### src/rtl/pes_gray_pkg.sv
// rtl/pes_gray_pkg.sv - shared width default and binary/Gray conversion functions
package pes_gray_pkg;

    // Default code width; legal widths are 2..32.
    localparam int GRAY_WIDTH_DEFAULT = 4;
    localparam int GRAY_WIDTH_MAX     = 32;

    // Binary to Gray: each bit is the XOR of itself and its upper neighbour.
    function automatic logic [GRAY_WIDTH_MAX-1:0] bin2gray(input logic [GRAY_WIDTH_MAX-1:0] v);
        return v ^ (v >> 1);
    endfunction

    // Gray to binary: each binary bit is the XOR of all Gray bits at or above it.
    // Zero-extended narrower codes convert correctly because the upper bits are zero.
    function automatic logic [GRAY_WIDTH_MAX-1:0] gray2bin(input logic [GRAY_WIDTH_MAX-1:0] v);
        logic [GRAY_WIDTH_MAX-1:0] r;
        r[GRAY_WIDTH_MAX-1] = v[GRAY_WIDTH_MAX-1];
        for (int i = GRAY_WIDTH_MAX - 2; i >= 0; i--) begin
            r[i] = r[i+1] ^ v[i];
        end
        return r;
    endfunction

endpackage

### src/rtl/pes_bin2gray_enc.sv
// rtl/pes_bin2gray_enc.sv - combinational binary to Gray encoder
module pes_bin2gray_enc #(
    parameter int WIDTH = 4
) (
    input  logic [WIDTH-1:0] bin,
    output logic [WIDTH-1:0] gray
);

    // MSB passes straight through; it has no upper neighbour.
    assign gray[WIDTH-1] = bin[WIDTH-1];

    // Remaining bits are pure XORs of adjacent binary bits, no carries involved.
    for (genvar i = 0; i < WIDTH - 1; i++) begin : g_bit
        assign gray[i] = bin[i+1] ^ bin[i];
    end

endmodule

### src/rtl/pes_binary_to_gray_converter.sv
// rtl/pes_binary_to_gray_converter.sv - registered binary to Gray converter
module pes_binary_to_gray_converter
    import pes_gray_pkg::*;
#(
    parameter int WIDTH = GRAY_WIDTH_DEFAULT
) (
    input  logic             clk,
    input  logic             rst,
    input  logic [WIDTH-1:0] b,
    output logic [WIDTH-1:0] g
);

    logic [WIDTH-1:0] w_g_next;
    logic [WIDTH-1:0] r_g;

    pes_bin2gray_enc #(
        .WIDTH (WIDTH)
    ) u_enc (
        .bin  (b),
        .gray (w_g_next)
    );

    // Output register: cleared asynchronously by rst, otherwise loads the encoding every edge.
    always_ff @(posedge clk or posedge rst) begin
        if (rst) begin
            r_g <= '0;
        end else begin
            r_g <= w_g_next;
        end
    end

    // g comes only from the flop, so it never glitches on b transitions.
    assign g = r_g;

endmodule

### config.mk
export PLATFORM = sky130hd
export DESIGN_NAME = pes_binary_to_gray_converter
export DESIGN_NICKNAME = d
export VERILOG_FILES = /design/src/rtl/pes_gray_pkg.sv /design/src/rtl/pes_bin2gray_enc.sv /design/src/rtl/pes_binary_to_gray_converter.sv
export SDC_FILE = /design/constraint.sdc
export NUM_CORES = 1
export LEC_CHECK = 0
export ABC_AREA = 1
export BUFFER_PORTS_ARGS = -buffer_cell sky130_fd_sc_hd__buf_2
export CORE_AREA = 2 2 39 41
export DETAILED_ROUTE_END_ITERATION = 7
export DIE_AREA = 0 0 41 43
export GPL_TIMING_DRIVEN = 0
export PLACE_DENSITY = 0.4
export SLEW_MARGIN = 20
export SYNTH_ARGS = -nofsm -noshare
export SYNTH_HDL_FRONTEND = slang
export SYNTH_HIERARCHICAL = 1
export SYNTH_SLANG_ARGS = --single-unit
### constraint.sdc
create_clock -name clk -period 0.8 [get_ports clk]
set_input_delay 0.12 -clock clk [delete_from_list [all_inputs] [get_ports clk]]
set_output_delay 0.12 -clock clk [all_outputs]
set_load 0.01 [all_outputs]
==> parameters.txt <==
Parameter                              Value

Yosys
  Mapped Nets    25
  Combined area of all synthesized cells    160 sq um
  Number of synthesized register bits    4
  Cell variety after synth    4
  Count of warnings emitted by yosys    6
  Part of the Yosys area used for sequential elements    62.5%
  Number of cells produced by synthesis    19
  Synthesized area per cell    8.43 sq um

Critical path
  Arrival time at the worst endpoint    0.71 ns
  Kind of cell with the highest combined delay on the critical path    flip-flops
  Critical Path End Type    primary output
  Total buffers and inverters traversed by the critical path    1
  Peak per-stage delay on the critical path    0.35 ns
  Type of the setup path with the least slack    register to primary output
  Data required, critical path    0.68 ns
  Max Fanout on Critical Path    1
  Slowest library cell on the worst path    dfrtp_1
  Sort of element at the start of the critical path    register
  Crit path cell chain    buf_2

Clock network
  Clock root buffer master    clkbuf_4
  CTS Buf Count    3
  Gates resized, CTS repair    0
  Number of setup buffers added after CTS    0
  CTS clk-pin slew, worst paths    0.04 ns
  Number of sinks driven by the clock tree    4
  TritonCTS clock tree    built
  Maximum number of buffers from clock root to sink    2
  Total number of H-tree levels    1

Layout
  Final net count    40
  Flip-flop count of the largest register, all copies and words added    4
  Ant. Diodes    0
  Most frequent cells in the layout    buf_2, nand2_1, inv_1
  Utilization of the core after routing    18.6%
  Area overhead of the layout relative to synthesis    60.9%
  Filler-free cell count of the finished design    48
  Fraction of final layout cells sized beyond drive strength 1    40.6%

Route
  Mean routed wirelength per cell    6.52 microns
  DR top layer    met3
  Via count    131
  Met2 wire len    112 microns
  Number of DRC violations after detailed-routing iteration 0    1
  Detail Route met3 WL    52 microns
  DRC    0
  Count of TritonRoute iterations in the first routing pass    2
  Drt total wl    313 microns
  Detailed-route vias per instance    2.73
  Detailed-route wire length on metal 1    148 microns
  Number of nets with antenna violations after detailed routing    0

Floorplanning
  Effective utilization at floorplan    11.6%
  Y dimension of the die    43 microns
  Floorplan die width    41 microns
  Number of core rows    14
  I/O pins    10
  Area inside the core boundary    1380 sq um
  Die area    1760 sq um

Global routing
  Number of global-route vias before repair    123
  Total Routing Usage GR    4.94%
  Initial antenna violation count    0
  Largest net degree at the start of global routing    5
  Global-route wire length before repair    455 microns
  Overflow left after global routing    0

Flow run
  Max cap viols    0

Timing
  Least-Margin Pin Slew    0.144 ns
  Minimum clock period after layout    0.830 ns
  Max Slew Vio Count    0
  Final setup slack of the worst path    -0.0300 ns
  Hold Violations, Final    0
  Fin crit share    104%
  Worst slew slack as a fraction of its limit    90.4%
  Final setup violating endpoints    4
  Unrepaired setup endpoints after global routing    yes
  Maximum clock rate    1.20 GHz

Placed design
  Port bufs    9
  Sum of net half-perimeters after detailed placement    248 microns
  Placed cell count    44
  Global placer's final weighted congestion    0.638

Power and ir drop
  Power Dens Cells    2050 nW/um^2
  Peak supply drop    0.345 mV
  P_leak    0.159 nW
  Overall Power    0.527 mW

Run status
  Result of the run    finished, violations left
  Failing checks    setup timing

Worst hold path
  Worst min-delay path class    input pin to register
-- power by group --
part           switching, mW  leakage (nW)  internal [mW]  total, mW
registers            0.00267        0.0476          0.217      0.220
logic                 0.0342        0.0980         0.0314     0.0656
clock network         0.0745        0.0138          0.167      0.242
-- Yosys cell counts (all sizes together) --
master	number	area (sq um)
inv	5	18.8
buf	1	7.51
dfrtp	4	100
nand2	9	33.8
-- per-stage QoR --
step	setup WS, ns	TNS [ns]	hold WS, ns	instance area, sq um
4_1_cts	-0.0524	-0.173	0.100	258
3_3_place_gp	0.206	0	0.00455	225
6_report	-0.0300	-0.104	0.111	258
2_1_floorplan	0.304	0	-0.114	160
3_5_place_dp	0.204	0	0.00415	225
5_1_grt	-0.0703	-0.251	0.102	258
-- area by class of cell --
type	instances	area [sq um]
clock buffers	3	22.5
flip-flops and latches	4	100
multi-input cells	9	33.8
plain buffers	1	7.51
repair buffers	10	55.1
fillers	155	1130
well taps	16	20.0
inverters	5	18.8
-- per-layer routing --
layer,up-vias,global-route usage (%)
li1,77,-
met1,44,4.56
met2,10,4.38
met3,0,4.71
met4,0,8.00
met5,-,0
-- what timing repair did --
| item | in CTS | in global routing |
|---|---|---|
| hold buffers | 1 | 0 |
| hold endpoints to repair | 4 | 0 |
| pin swaps | 0 | 0 |
| endpoints found under the setup margin | 4 | 4 |
-- cells by family after synthesis --
kind of cell | after synthesis | share of synthesized area [%]
and+or+nand+nor | 9 | 21.1
buffers and inverters | 6 | 16.4
DFF | 4 | 62.5
-- worst paths after layout --
check	end	slack (ns)	from	depth (start not counted)
worst max-delay path	g[1]	-0.03	g[1]	1
worst min-delay path	g[3]	0.11	b[3]	2
max in group asynchronous	g[3]	0.35	rst	3
min in group asynchronous	g[1]	0.31	rst	3
(Power assumes the default switching activity.)
